`config.mk`:
```
export PLATFORM = sky130hd
export DESIGN_NAME = spi_mem_master
export DESIGN_NICKNAME = d
export VERILOG_FILES = /design/src/rtl/spi_mem_master.sv
export SDC_FILE = /design/constraint.sdc
export NUM_CORES = 1
export LEC_CHECK = 0
export BUFFER_PORTS_ARGS = -buffer_cell sky130_fd_sc_hd__buf_2
export CAP_MARGIN = 30
export CORE_MARGIN = 8
export CORE_UTILIZATION = 45
export CTS_CLUSTER_SIZE = 10
export DETAILED_ROUTE_END_ITERATION = 10
export PLACE_DENSITY = 0.7
export SLEW_MARGIN = 30
export SYNTH_ARGS = -nofsm -noshare
export SYNTH_HDL_FRONTEND = slang
export SYNTH_SLANG_ARGS = --single-unit
```
`constraint.sdc`:
```
create_clock -name clk -period 8.3 [get_ports clk]
set_clock_uncertainty 0.1 [all_clocks]
set_input_delay 1.66 -clock clk [delete_from_list [all_inputs] [get_ports clk]]
set_output_delay 1.66 -clock clk [all_outputs]
set_load 0.01 [all_outputs]
```
`src/rtl/spi_mem_master.sv`:
```
// spi_mem_master
//   SPI (mode 0) slave front end that turns SPI frames into single 32-bit
//   memory transactions on a simple request/rvalid bus.
//
//   Frames (MSB first on the wire):
//     0x02 A3 A2 A1 A0 D3 D2 D1 D0  write word D to address A
//     0x03 A3 A2 A1 A0 xx R3..R0    read word; 8 dummy bits (miso=0), then data
//     0x05 S                        status {4'b0, OVERRUN, LATE, TIMEOUT, ERR},
//                                   the flags clear once the byte is shifted out
//     other                         ignored, miso held 0
//
// Ports
//   clk, rst          system clock, asynchronous active-high reset
//   spi_cs_n/sck/mosi SPI inputs, asynchronous to clk
//   spi_miso          SPI output, changes on sck falling edges
//   mem_req_o         request, held until mem_rvalid_i or timeout
//   mem_addr_o        request address
//   mem_we_o          1 = write, 0 = read
//   mem_be_o          4'hF while a request is active, else 0
//   mem_wdata_o       write data
//   mem_rvalid_i      single-cycle completion strobe
//   mem_err_i         error flag, valid with mem_rvalid_i
//   mem_rdata_i       read data, valid with mem_rvalid_i
//   busy_o            a memory transaction is outstanding
module spi_mem_master #(
    parameter int unsigned TIMEOUT_CYCLES = 255
) (
    input  logic        clk,
    input  logic        rst,
    input  logic        spi_cs_n,
    input  logic        spi_sck,
    input  logic        spi_mosi,
    output logic        spi_miso,
    output logic        mem_req_o,
    output logic [31:0] mem_addr_o,
    output logic        mem_we_o,
    output logic [3:0]  mem_be_o,
    output logic [31:0] mem_wdata_o,
    input  logic        mem_rvalid_i,
    input  logic        mem_err_i,
    input  logic [31:0] mem_rdata_i,
    output logic        busy_o
);

    localparam int unsigned TMO_W = $clog2(TIMEOUT_CYCLES + 1);
    localparam logic [TMO_W-1:0] TMO_LAST = TMO_W'(TIMEOUT_CYCLES - 1);

    typedef enum logic [2:0] {
        IDLE   = 3'd0,
        CMD    = 3'd1,
        ADDR   = 3'd2,
        WDATA  = 3'd3,
        DUMMY  = 3'd4,
        RESP   = 3'd5,
        IGNORE = 3'd6
    } state_t;

    // Synchronizers plus one delay stage for edge detection
    logic [1:0] cs_sync_r;
    logic [1:0] sck_sync_r;
    logic [1:0] mosi_sync_r;
    logic       cs_prev_r;
    logic       sck_prev_r;

    logic       cs_fall_s;
    logic       cs_rise_s;
    logic       sck_rise_s;
    logic       sck_fall_s;
    logic       mosi_s;

    state_t           state_r;
    logic [5:0]       bit_cnt_r;
    logic [31:0]      shift_r;
    logic [31:0]      shift_next_s;
    logic [31:0]      addr_r;
    logic [31:0]      rdata_r;
    logic [31:0]      tx_r;
    logic             is_write_r;
    logic             is_status_r;
    logic             flag_err_r;
    logic             flag_tmo_r;
    logic             flag_late_r;
    logic             flag_ovr_r;
    logic [TMO_W-1:0] tmo_cnt_r;
    logic [7:0]       status_s;
    logic             status_clr_s;
    logic [5:0]       resp_last_s;

    assign cs_fall_s    = cs_prev_r & ~cs_sync_r[1];
    assign cs_rise_s    = ~cs_prev_r & cs_sync_r[1];
    assign sck_rise_s   = ~sck_prev_r & sck_sync_r[1];
    assign sck_fall_s   = sck_prev_r & ~sck_sync_r[1];
    assign mosi_s       = mosi_sync_r[1];
    assign shift_next_s = {shift_r[30:0], mosi_s};
    assign status_s     = {4'b0000, flag_ovr_r, flag_late_r, flag_tmo_r, flag_err_r};
    assign resp_last_s  = is_status_r ? 6'd7 : 6'd31;

    // The falling edge that drives bit 0 of the status byte clears the flags
    assign status_clr_s = (state_r == RESP) && is_status_r && sck_fall_s &&
                          (bit_cnt_r == 6'd7) && !cs_rise_s;

    // Bring the SPI pins into the clk domain; cs_n idles high
    always_ff @(posedge clk or posedge rst) begin
        if (rst) begin
            cs_sync_r   <= 2'b11;
            sck_sync_r  <= 2'b00;
            mosi_sync_r <= 2'b00;
            cs_prev_r   <= 1'b1;
            sck_prev_r  <= 1'b0;
        end else begin
            cs_sync_r   <= {cs_sync_r[0], spi_cs_n};
            sck_sync_r  <= {sck_sync_r[0], spi_sck};
            mosi_sync_r <= {mosi_sync_r[0], spi_mosi};
            cs_prev_r   <= cs_sync_r[1];
            sck_prev_r  <= sck_sync_r[1];
        end
    end

    // Frame FSM, memory request handshake and sticky status flags
    always_ff @(posedge clk or posedge rst) begin
        if (rst) begin
            state_r     <= IDLE;
            bit_cnt_r   <= 6'd0;
            shift_r     <= 32'h0000_0000;
            addr_r      <= 32'h0000_0000;
            rdata_r     <= 32'h0000_0000;
            tx_r        <= 32'h0000_0000;
            is_write_r  <= 1'b0;
            is_status_r <= 1'b0;
            flag_err_r  <= 1'b0;
            flag_tmo_r  <= 1'b0;
            flag_late_r <= 1'b0;
            flag_ovr_r  <= 1'b0;
            tmo_cnt_r   <= '0;
            spi_miso    <= 1'b0;
            mem_req_o   <= 1'b0;
            mem_addr_o  <= 32'h0000_0000;
            mem_we_o    <= 1'b0;
            mem_be_o    <= 4'h0;
            mem_wdata_o <= 32'h0000_0000;
            busy_o      <= 1'b0;
        end else begin
            // Clear first so a flag raised in the same cycle is not lost
            if (status_clr_s) begin
                flag_err_r  <= 1'b0;
                flag_tmo_r  <= 1'b0;
                flag_late_r <= 1'b0;
                flag_ovr_r  <= 1'b0;
            end

            // Outstanding request: complete on rvalid or give up on timeout.
            // This runs independently of the frame so aborts cannot orphan it.
            if (mem_req_o) begin
                if (mem_rvalid_i) begin
                    mem_req_o <= 1'b0;
                    mem_we_o  <= 1'b0;
                    mem_be_o  <= 4'h0;
                    busy_o    <= 1'b0;
                    if (!mem_we_o) begin
                        rdata_r <= mem_rdata_i;
                    end
                    if (mem_err_i) begin
                        flag_err_r <= 1'b1;
                    end
                end else if (tmo_cnt_r == TMO_LAST) begin
                    mem_req_o  <= 1'b0;
                    mem_we_o   <= 1'b0;
                    mem_be_o   <= 4'h0;
                    busy_o     <= 1'b0;
                    flag_tmo_r <= 1'b1;
                    rdata_r    <= 32'hFFFF_FFFF;
                end else begin
                    tmo_cnt_r <= tmo_cnt_r + TMO_W'(1);
                end
            end

            if (cs_rise_s) begin
                // Deselect always ends the frame, whatever phase it was in
                state_r  <= IDLE;
                spi_miso <= 1'b0;
            end else begin
                case (state_r)
                    IDLE: begin
                        if (cs_fall_s) begin
                            bit_cnt_r   <= 6'd0;
                            is_status_r <= 1'b0;
                            if (busy_o) begin
                                state_r    <= IGNORE;
                                flag_ovr_r <= 1'b1;
                            end else begin
                                state_r <= CMD;
                            end
                        end
                    end

                    CMD: begin
                        if (sck_rise_s) begin
                            shift_r <= shift_next_s;
                            if (bit_cnt_r == 6'd7) begin
                                bit_cnt_r <= 6'd0;
                                case (shift_next_s[7:0])
                                    8'h02: begin
                                        state_r    <= ADDR;
                                        is_write_r <= 1'b1;
                                    end
                                    8'h03: begin
                                        state_r    <= ADDR;
                                        is_write_r <= 1'b0;
                                    end
                                    8'h05: begin
                                        state_r     <= RESP;
                                        is_status_r <= 1'b1;
                                        tx_r        <= {status_s, 24'h00_0000};
                                    end
                                    default: begin
                                        state_r <= IGNORE;
                                    end
                                endcase
                            end else begin
                                bit_cnt_r <= bit_cnt_r + 6'd1;
                            end
                        end
                    end

                    ADDR: begin
                        if (sck_rise_s) begin
                            shift_r <= shift_next_s;
                            if (bit_cnt_r == 6'd31) begin
                                bit_cnt_r <= 6'd0;
                                addr_r    <= shift_next_s;
                                if (is_write_r) begin
                                    state_r <= WDATA;
                                end else begin
                                    state_r <= DUMMY;
                                    if (!mem_req_o) begin
                                        mem_req_o  <= 1'b1;
                                        busy_o     <= 1'b1;
                                        mem_we_o   <= 1'b0;
                                        mem_be_o   <= 4'hF;
                                        mem_addr_o <= shift_next_s;
                                        tmo_cnt_r  <= '0;
                                    end
                                end
                            end else begin
                                bit_cnt_r <= bit_cnt_r + 6'd1;
                            end
                        end
                    end

                    WDATA: begin
                        if (sck_rise_s) begin
                            shift_r <= shift_next_s;
                            if (bit_cnt_r == 6'd31) begin
                                bit_cnt_r <= 6'd0;
                                state_r   <= IGNORE;
                                if (!mem_req_o) begin
                                    mem_req_o   <= 1'b1;
                                    busy_o      <= 1'b1;
                                    mem_we_o    <= 1'b1;
                                    mem_be_o    <= 4'hF;
                                    mem_addr_o  <= addr_r;
                                    mem_wdata_o <= shift_next_s;
                                    tmo_cnt_r   <= '0;
                                end
                            end else begin
                                bit_cnt_r <= bit_cnt_r + 6'd1;
                            end
                        end
                    end

                    DUMMY: begin
                        if (sck_rise_s) begin
                            if (bit_cnt_r == 6'd7) begin
                                bit_cnt_r <= 6'd0;
                                state_r   <= RESP;
                                // Read still pending: answer with all ones
                                if (busy_o) begin
                                    tx_r        <= 32'hFFFF_FFFF;
                                    flag_late_r <= 1'b1;
                                end else begin
                                    tx_r <= rdata_r;
                                end
                            end else begin
                                bit_cnt_r <= bit_cnt_r + 6'd1;
                            end
                        end
                    end

                    RESP: begin
                        if (sck_fall_s) begin
                            spi_miso <= tx_r[31];
                            tx_r     <= {tx_r[30:0], 1'b0};
                        end
                        if (sck_rise_s) begin
                            if (bit_cnt_r == resp_last_s) begin
                                bit_cnt_r <= 6'd0;
                                state_r   <= IGNORE;
                            end else begin
                                bit_cnt_r <= bit_cnt_r + 6'd1;
                            end
                        end
                    end

                    IGNORE: begin
                        if (sck_fall_s) begin
                            spi_miso <= 1'b0;
                        end
                    end

                    default: begin
                        state_r  <= IDLE;
                        spi_miso <= 1'b0;
                    end
                endcase
            end
        end
    end

endmodule

```
==> metrics.md, run 1 <==
| Metric | Value |
|---|---|
| WP data arrival | 1.87 ns |
| Grt ovf | 0 |
| Pwr/cell area | 238 nW/µm² |
| H-tree depth | 1 |
| Crit path capture type | primary output |
| Final hold violations | 0 |
| # rows | 55 |
| Die area | 27,700 µm² |
| Peak supply drop | 0.162 mV |
| Synth cell types | 54 |
| TNS Setup | 0 ns |
| Die Span Y | 166 µm |
| Multi-input gate area | 4030 µm² |
| Initial antenna violation count | 0 |
| Nets | 987 |
| Synth warnings | 0 |
| Core area | 22,400 µm² |
| First-pass GRT wire length | 37.2 mm |
| Hold endpoint | sck_sync_r[1] |
| Pin slew with the least headroom to its limit | 0.808 ns |
| Worst R2R Start | state_r[1] |
| Post-synth ARST share | 1.00 |
| CTS tree | yes |
| Final Cycle Share | 0.438 |
| Max-Cap Viols | 0 |
| Hold_sp | sck_sync_r[0] |
| #FFs+latches synth | 230 |
| Top FF cell, synth | dfrtp_1 |
| Vias after detailed routing | 6,789 |
| Dpl cell area | 10,900 µm² |
| Wire per inst | 17.9 µm |
| Synth area leader | dfrtp_1 |
| HP Class | flop to flop |
| Area Overhead vs Synth | 14.9% |
| Vias in the first global route | 7,097 |
| Final worst slack | 4.67 ns |
| Post-Synthesis Cell Area | 10,200 µm² |
| Synth Instances | 856 |
| Crit Path Max Fanout | 45 |
| PostCTS Resize Cnt | 0 |
| R2r setup slk | 5.41 ns |
| Relative slew slack | 0.456 |
| Dpl ws | 4.65 ns |
| Critical path required time | 6.54 ns |
| Critical path startpoint category | flop |
| CTS hold repair buffers | 0 |
| Final min period | 3.63 ns |
| Worst setup path class | flop to primary output |
| Post-DRT Antenna Nets | 0 |
| Largest net degree at the start of global routing | 147 |
| Most common cell after layout, fill and taps aside | dfrtp_1 |
| Share of layout cells above drive strength 1 | 0.311 |
| DRC | 0 |
| Via density | 5.48 |
| Clock sink count | 230 |
| Post-synthesis average cell area | 11.9 µm² |
| Pleak | 6.06 nW |
| Antenna Cells | 0 |
| Reg area | 5760 µm² |
| Number of DRC markers in iteration 0 | 406 |
| All-Layer GR Usage | 0.158 |
| Max-slew violations | 0 |
| RSZ-0062 raised after global routing | no |
| I/O Pins | 111 |
| CTS Buf Count | 27 |
| Hold Slack | 0.253 ns |
| Filler Cell Count | 1,957 |
| R2R depth | 5 |
| Dpl hpwl | 13.5 mm |
| Pwr Total | 0.00278 W |
| Area contributors post-synth | dfrtp_1 (56%), mux2_2 (11%), mux2_4 (4.4%), a21oi_1 (3.9%), mux2i_1 (3.5%) |
| Hold path depth | 0 |
| Post-synth net total | 900 |
| Routability cong. | 0.848 |
| Clock Path Buffers | 3 |
| Design Area, Final | 11,700 µm² |
| # Post-CTS Setup Buffers | 0 |
| Clock Root Buffer | clkbuf_16 |
| Pre-Repair DR Iteration Count | 6 |
| Initial Util | 0.454 |
| Setup violators final | 0 |
| Peak Freq | 275 MHz |
| Worst r2r dst | mem_addr_o[28] |
| Yosys top cell area share | 0.558 |
| Wirelength, routed | 22.2 mm |
| Run status | complete, no violations |
| Clock Latency Late Sink | 0.53 ns |
| Worst-path clk slew | 0.06 ns |
| Die X | 166 µm |
| Seq/Total Area, Yosys | 0.565 |
| Most frequent cells in the layout | dfrtp_1 (226), buf_2 (110), mux2_2 (97), a21oi_1 (80), nor2_1 (77) |
| Port bufs | 110 |
| EDFF count, synth | 0 |
## how the worst max path moves through the flow
stage | start | endpoint | slack, ns | depth (start not counted)
3_5_place_dp | mem_rvalid_i | rdata_r[16] | 4.65 | 5
4_1_cts | mem_req_o | mem_req_o | 4.66 | 2
3_3_place_gp | rst | mem_req_o | 4.46 | 3
2_1_floorplan | rst | addr_r[0] | 0.24 | 1
5_1_grt | mem_req_o | mem_req_o | 4.58 | 2
6_report | mem_req_o | mem_req_o | 4.67 | 2
## synth_stat cells (5+ instances only)
library cell and n:
o21ai_0 13, nand3_1 11, dfrtp_1 227, nor3_1 6, nor2_1 77, nand2_1 25
mux2_4 30, clkbuf_1 43, a41oi_1 33, nand4_1 7, mux2i_1 36, o22ai_1 32
mux2_2 97, buf_2 6, ha_1 5, inv_1 42, buf_1 9, nand2b_1 6
a21oi_1 80, or2_2 5, a21o_1 5, nor2b_1 6
## critical path, cell delays in order, from the launching register on
cell and delay [ns]:
dfrtp_2 0.62, buf_4 0.47, buf_2 0.22
## stage by stage
stage	utilization	cells
5_1_grt	0.522	1239
3_5_place_dp	0.488	1199
6_report	0.522	1239
3_3_place_gp	0.487	1199
2_1_floorplan	-	856
4_1_cts	0.522	1239
## flip-flops by register name, indices dropped and copies added (netlist names), 2 cells and up
signal	cells
mem_wdata_o	32
tmo_cnt_r	8
shift_r	31
bit_cnt_r	6
rdata_r	32
mem_addr_o	32
cs_sync_r	2
tx_r	32
addr_r	32
state_r	3
mem_be_o	4
sck_sync_r	2
mosi_sync_r	2
## power by group
| group | total [W] | switching [W] | leakage, nW | internal [W] |
|---|---|---|---|---|
| sequential | 0.00128 | 0.0000899 | 3.16 | 0.00119 |
| clock | 0.00105 | 0.000437 | 0.371 | 0.000610 |
| combinational | 0.000458 | 0.000258 | 2.53 | 0.000200 |
## final cells by class
class / count / share of cell area
clock buffers: 38 / 0.0630
clock inverters: 2 / 0.00214
inverters: 42 / 0.0145
multi-input cells: 523 / 0.344
flip-flops and latches: 230 / 0.492
well taps: 285 / 0.0305
repair buffers: 119 / 0.0531
## logic make-up after synthesis
| family | after synthesis | share of synthesized area |
|---|---|---|
| DFF | 230 | 0.565 |
| muxes | 163 | 0.187 |
| AOI/OAI and AO/OA | 182 | 0.113 |
| buffers and inverters | 103 | 0.0409 |
| adders and majority gates | 5 | 0.00614 |
| xor gates and xnor gates | 6 | 0.00516 |
| and+or+nand+nor | 167 | 0.0824 |
## per-layer routing
layer,share of wire,routed length (µm),GRT usage,vias to the layer above
met4,0.019,418,0.0400,0
li1,-,-,-,3226
met2,0.46,10200,0.251,138
met3,0.047,1050,0.0343,33
met1,0.48,10600,0.217,3392
met5,0,0,0,-
Note: power is estimated with default switching activity, not from simulation.
==> run 2, diff against run 1 <==
==> constraint.sdc (replaced) <==
create_clock -name clk -period 3 [get_ports clk]
set_clock_uncertainty 0.1 [all_clocks]
set_input_delay 0.6 -clock clk [delete_from_list [all_inputs] [get_ports clk]]
set_output_delay 0.6 -clock clk [all_outputs]
set_load 0.01 [all_outputs]
==> metrics.md, run 2 (synthesis results as in run 1) <==
| Metric | Value |
|---|---|
| Dpl cells | 1,214 (+1.3%) |
| TNS Setup | 0 ns (unchanged) |
| Clock sink count | 230 (unchanged) |
| Most common cell after layout, fill and taps aside | dfrtp_1 |
| # rows | 55 (unchanged) |
| Final Cycle Share | 0.842 |
| Initial Util | 0.454 (unchanged) |
| Clock Root Buffer | clkbuf_16 |
| Setup violators final | 0 (unchanged) |
| Pre-Repair DR Iteration Count | 4 (-2) |
| Filler Cell Count | 1,978 (+1.1%) |
| # Post-CTS Setup Buffers | 0 (unchanged) |
| First-pass GRT wire length | 37.3 mm (+0.42%) |
| I/O Pins | 111 (unchanged) |
| Grt ovf | 0 (unchanged) |
| Critical path required time | 3.31 ns (-3.23 ns) |
| Worst r2r dst | tx_r[30] |
| Pin slew with the least headroom to its limit | 0.882 ns (+0.0734 ns) |
| Antenna Cells | 0 (unchanged) |
| Hold path depth | 1 (+1) |
| WP data arrival | 2.83 ns (+0.96 ns) |
| Crit-path max cell delay | 0.58 ns (-0.04 ns) |
| CTS hold repair buffers | 0 (unchanged) |
| Worst setup path class | flop to flop |
| Initial antenna violation count | 0 (unchanged) |
| Port bufs | 110 (unchanged) |
| Crit path capture type | flop |
| Via density | 5.51 (+0.59%) |
| Finished Layout Cells | 1,264 (+2.0%) |
| Core area | 22,400 µm² (unchanged) |
| Vias after detailed routing | 6,967 (+2.6%) |
| Worst Path Buf+Inv | 1 (-1) |
| Delay-heaviest family, CP | simple AND/OR/NAND/NOR gates |
| Vias in the first global route | 7,184 (+1.2%) |
| Hold_sp | spi_mosi |
| Post-DRT Antenna Nets | 0 (unchanged) |
| Clock Latency Late Sink | 0.53 ns (about the same) |
| Relative slew slack | 0.406 (-0.0495) |
| CTS tree | yes |
| H-tree depth | 1 (unchanged) |
| Worst R2R Start | shift_r[3] |
| Hold Slack | 0.0766 ns (-0.176 ns) |
| Share of layout cells above drive strength 1 | 0.319 (+0.00737) |
| HP Class | primary input to flop |
| Clock Path Buffers | 3 (unchanged) |
| Largest net degree at the start of global routing | 65 (-56%) |
| RSZ-0062 raised after global routing | no |
| Wire per inst | 17.4 µm (-2.8%) |
| All-Layer GR Usage | 0.159 (+0.000693) |
| Multi-input gate area | 4030 µm² (-0.12%) |
| Area Overhead vs Synth | 17.4% |
| CTS Buf Count | 27 (unchanged) |
| Critical path startpoint category | flop |
| R2r setup slk | 0.47 ns (-4.94 ns) |
| Max-slew violations | 0 (unchanged) |
| Run status | complete, no violations |
| Dpl hpwl | 14.3 mm (+5.8%) |
| Final min period | 2.53 ns |
| Peak supply drop | 0.474 mV (+190%) |
| Crit Path Max Fanout | 32 (-29%) |
| Die Span Y | 166 µm (unchanged) |
| Post-layout util | 0.533 (+0.0112) |
| Wirelength, routed | 22.0 mm (-0.85%) |
| DRC | 0 (unchanged) |
| Hold endpoint | mosi_sync_r[0] |
| Number of DRC markers in iteration 0 | 482 (+19%) |
| Nets | 1,002 (+1.5%) |
| Max-Cap Viols | 0 (unchanged) |
| Most used cell, CP | nor4_4 |
| Pwr/cell area | 659 nW/µm² (+180%) |
| Most frequent cells in the layout | dfrtp_1 (226), buf_2 (110), mux2_2 (97), a21oi_1 (80), nor2_1 (77) |
| Peak Freq | 396 MHz |
| Die X | 166 µm (unchanged) |
| Worst-path cell chain | or4_4 > nor4_4 > a31oi_1 > nor4_4 > buf_12 > mux2_2 |
| Cell with the largest stage delay on the worst path | or4_4 |
| PostCTS Resize Cnt | 0 (unchanged) |
| Reg area | 5760 µm² (unchanged) |
| Die area | 27,700 µm² (unchanged) |
| Worst-path clk slew | 0.06 ns (about the same) |
| Routability cong. | 0.915 (+8.0%) |
| R2R depth | 6 (+1) |
| Final hold violations | 0 (unchanged) |
| Pleak | 6.17 nW (+1.8%) |
## run 2: changes by cell type in the layout (fill, tap and decap cells not counted), moves of 2 or more
cell,previous run,this run
buf_12,0,8
buf_4,8,16
clkbuf_8,2,4
clkbuf_1,9,18
## run 2: where the power goes
| group | total (W) | switching, W | internal (W) | leakage (nW) |
|---|---|---|---|---|
| logic | 0.00135 | 0.000746 | 0.000609 | 2.62 |
| registers | 0.00351 | 0.000222 | 0.00329 | 3.16 |
| clock network | 0.00301 | 0.00123 | 0.00179 | 0.393 |
## run 2: how the worst max path moves through the flow
stage / from / end / slack (ns) / cells after the start
2_1_floorplan: rst / addr_r[0] / -0.71 / 1
3_3_place_gp: shift_r[3] / tx_r[30] / 0.53 / 6
3_5_place_dp: shift_r[3] / tx_r[30] / 0.51 / 6
4_1_cts: shift_r[3] / tx_r[30] / 0.48 / 6
5_1_grt: shift_r[3] / tx_r[30] / 0.35 / 6
6_report: shift_r[3] / tx_r[30] / 0.47 / 6
## run 2: layout make-up
| cell class | count | share of cell area |
|---|---|---|
| clock inverters | 1 | 0.00167 |
| inverters | 42 | 0.0135 |
| multi-input cells | 523 | 0.337 |
| well taps | 285 | 0.0298 |
| repair buffers | 134 | 0.0695 |
| flip-flops and latches | 230 | 0.482 |
| clock buffers | 49 | 0.0668 |
## run 2: per-stage QoR
step	setup WS [ns]	total power (W)	cell area [µm²]
after floorplan	-0.706	0.00456	10200
after global placement	0.527	0.00488	11100
after detailed placement	0.511	0.00491	11100
after CTS	0.475	0.00797	12000
after global routing	0.347	0.00827	12000
final	0.474	0.00788	12000
## run 2: routing by layer
metal | GRT usage | share of wire | vias to the layer above
met3 | 0.0369 | 0.057 | 36
met5 | 0 | 0 | -
met2 | 0.251 | 0.46 | 162
li1 | - | - | 3278
met4 | 0.0427 | 0.021 | 0
met1 | 0.217 | 0.46 | 3491
==> run 3, diff against run 2 <==
--- a/config.mk
+++ b/config.mk
@@ -11,7 +11,7 @@
 export CORE_UTILIZATION = 45
 export CTS_CLUSTER_SIZE = 10
 export DETAILED_ROUTE_END_ITERATION = 10
-export PLACE_DENSITY = 0.7
+export PLACE_DENSITY = 0.68
 export SLEW_MARGIN = 30
 export SYNTH_ARGS = -nofsm -noshare
 export SYNTH_HDL_FRONTEND = slang
==> constraint.sdc (replaced) <==
create_clock -name clk -period 2.6 [get_ports clk]
set_clock_uncertainty 0.1 [all_clocks]
set_input_delay 0.52 -clock clk [delete_from_list [all_inputs] [get_ports clk]]
set_output_delay 0.52 -clock clk [all_outputs]
set_load 0.01 [all_outputs]
==> metrics.md, run 3 (synthesis results as in run 1) <==
| Metric | Value |
|---|---|
| # Post-CTS Setup Buffers | 0 (unchanged) |
| CTS Buf Count | 27 (unchanged) |
| Clock Root Buffer | clkbuf_16 |
| Most common cell after layout, fill and taps aside | dfrtp_1 |
| Setup violators final | 0 (unchanged) |
| I/O Pins | 111 (unchanged) |
| Die X | 166 µm (unchanged) |
| TNS Setup | 0 ns (unchanged) |
| Post-DRT Antenna Nets | 0 (unchanged) |
| Filler Cell Count | 1,926 (-2.6%) |
| DRC | 0 (unchanged) |
| R2R depth | 6 (unchanged) |
| Crit path capture type | flop |
| Dpl hpwl | 14.0 mm (-2.4%) |
| Run status | complete, no violations |
| All-Layer GR Usage | 0.158 (-0.00112) |
| Hold path depth | 1 (unchanged) |
| Die Span Y | 166 µm (unchanged) |
| First-pass GRT wire length | 37.3 mm (about the same) |
| Pleak | 6.16 nW (-0.18%) |
| Hold_sp | spi_sck |
| Nets | 1,008 (+0.60%) |
| Port bufs | 110 (unchanged) |
| Worst-path clk slew | 0.06 ns (about the same) |
| Most frequent cells in the layout | dfrtp_1 (226), buf_2 (110), mux2_2 (97), a21oi_1 (80), nor2_1 (77) |
| Worst r2r dst | tx_r[31] |
| CTS tree | yes |
| Most used cell, CP | nor4_4 |
| Max-slew violations | 0 (unchanged) |
| Crit Path Max Fanout | 32 (unchanged) |
| Hold Slack | 0.0185 ns (-0.0582 ns) |
| Antenna Cells | 0 (unchanged) |
| Delay-heaviest family, CP | simple AND/OR/NAND/NOR gates |
| CTS hold repair buffers | 3 (+3) |
| Peak Freq | 404 MHz (+2.1%) |
| Core area | 22,400 µm² (unchanged) |
| PostCTS Resize Cnt | 0 (unchanged) |
| Worst-path cell chain | or4_4 > nor4_4 > a31oi_1 > nor4_4 > buf_12 > mux2_2 |
| Largest net degree at the start of global routing | 84 (+29%) |
| Peak supply drop | 0.586 mV (+24%) |
| Vias after detailed routing | 6,915 (-0.75%) |
| Pin slew with the least headroom to its limit | 0.661 ns (-0.221 ns) |
| Die area | 27,700 µm² (unchanged) |
| RSZ-0062 raised after global routing | no |
| Crit-path max cell delay | 0.53 ns (-0.05 ns) |
| Dpl ws | 0.145 ns (-0.366 ns) |
| Clock sink count | 230 (unchanged) |
| Relative slew slack | 0.560 (+0.153) |
| Worst setup path class | flop to flop |
| Grt ovf | 0 (unchanged) |
| Area Overhead vs Synth | 17.0% |
| Initial antenna violation count | 0 (unchanged) |
| Worst Path Buf+Inv | 1 (unchanged) |
| Routability cong. | 0.874 (-4.5%) |
| Worst R2R Start | shift_r[5] |
| H-tree depth | 1 (unchanged) |
| Critical path startpoint category | flop |
| Max-Cap Viols | 0 (unchanged) |
| Clock Latency Late Sink | 0.52 ns (about the same) |
| Hold endpoint | sck_sync_r[0] |
| Wire per inst | 17.5 µm (+0.35%) |
| Wirelength, routed | 22.0 mm (about the same) |
| Critical path required time | 2.91 ns (-0.40 ns) |
| Share of layout cells above drive strength 1 | 0.322 (+0.00369) |
| HP Class | primary input to flop |
| WP data arrival | 2.78 ns (-0.05 ns) |
| Pwr/cell area | 745 nW/µm² (+13%) |
| Vias in the first global route | 7,160 (-0.33%) |
| Pre-Repair DR Iteration Count | 4 (unchanged) |
| R2r setup slk | 0.13 ns (-0.35 ns) |
| Cell with the largest stage delay on the worst path | or4_4 |
| Crit path depth | 6 (unchanged) |
| # rows | 55 (unchanged) |
| Initial Util | 0.454 (unchanged) |
| Dpl cells | 1,217 (+0.25%) |
| Via density | 5.49 (-0.35%) |
| Final hold violations | 0 (unchanged) |
| Number of DRC markers in iteration 0 | 490 (+1.7%) |
| Final min period | 2.47 ns (-0.0526 ns) |
| Clock Path Buffers | 3 (unchanged) |
| Finished Layout Cells | 1,259 (-0.40%) |
| Final worst slack | 0.127 ns (-0.347 ns) |
| Final Cycle Share | 0.951 (+0.109) |
## run 3: area by class of cell
class	count	area, µm²	area share
Clock buffer	36	719	0.0604
Clock inverter	3	18.8	0.00158
Inverter	42	161	0.0135
Multi-Input combinational cell	523	4030	0.338
Sequential cell	230	5760	0.484
Tap cell	285	357	0.0299
Timing Repair Buffer	140	871	0.0731
## run 3: through the flow
step	area [µm²]	util	total power, W
final	11900	0.531	0.00888
after detailed placement	11100	0.497	0.00568
after global routing	11900	0.531	0.00932
after CTS	11900	0.531	0.00897
after floorplan	10200	-	0.00526
after global placement	11100	0.497	0.00565
## run 3: report_power, final
group	total (W)	switching [W]	leakage (nW)	internal, W
Clock	0.00325	0.00135	0.362	0.00190
Sequential	0.00403	0.000234	3.16	0.00380
Combinational	0.00160	0.000879	2.64	0.000718
## run 3: how the worst max path moves through the flow
| stage | start | to | slack, ns |
|---|---|---|---|
| floorplan | rst | addr_r[0] | -1.03 |
| global placement | shift_r[5] | tx_r[30] | 0.19 |
| detailed placement | shift_r[5] | tx_r[30] | 0.14 |
| CTS | shift_r[5] | tx_r[31] | 0.14 |
| global route | shift_r[5] | tx_r[31] | 0.03 |
| finish | shift_r[5] | tx_r[31] | 0.13 |
## run 3: metal layers
layer	vias to the layer above	GRT usage	wire length, µm
met2	156	0.261	10300
met1	3455	0.211	10200
met4	0	0.0376	394
li1	3277	-	-
met5	-	0	0
met3	27	0.0322	1060
## run 3: worst register-to-register path, stage by stage, from the launching register on
cell     delay (ns)
dfrtp_1        0.42
or4_4          0.53
nor4_4         0.25
a31oi_1        0.17
nor4_4         0.21
buf_12         0.28
mux2_2         0.39
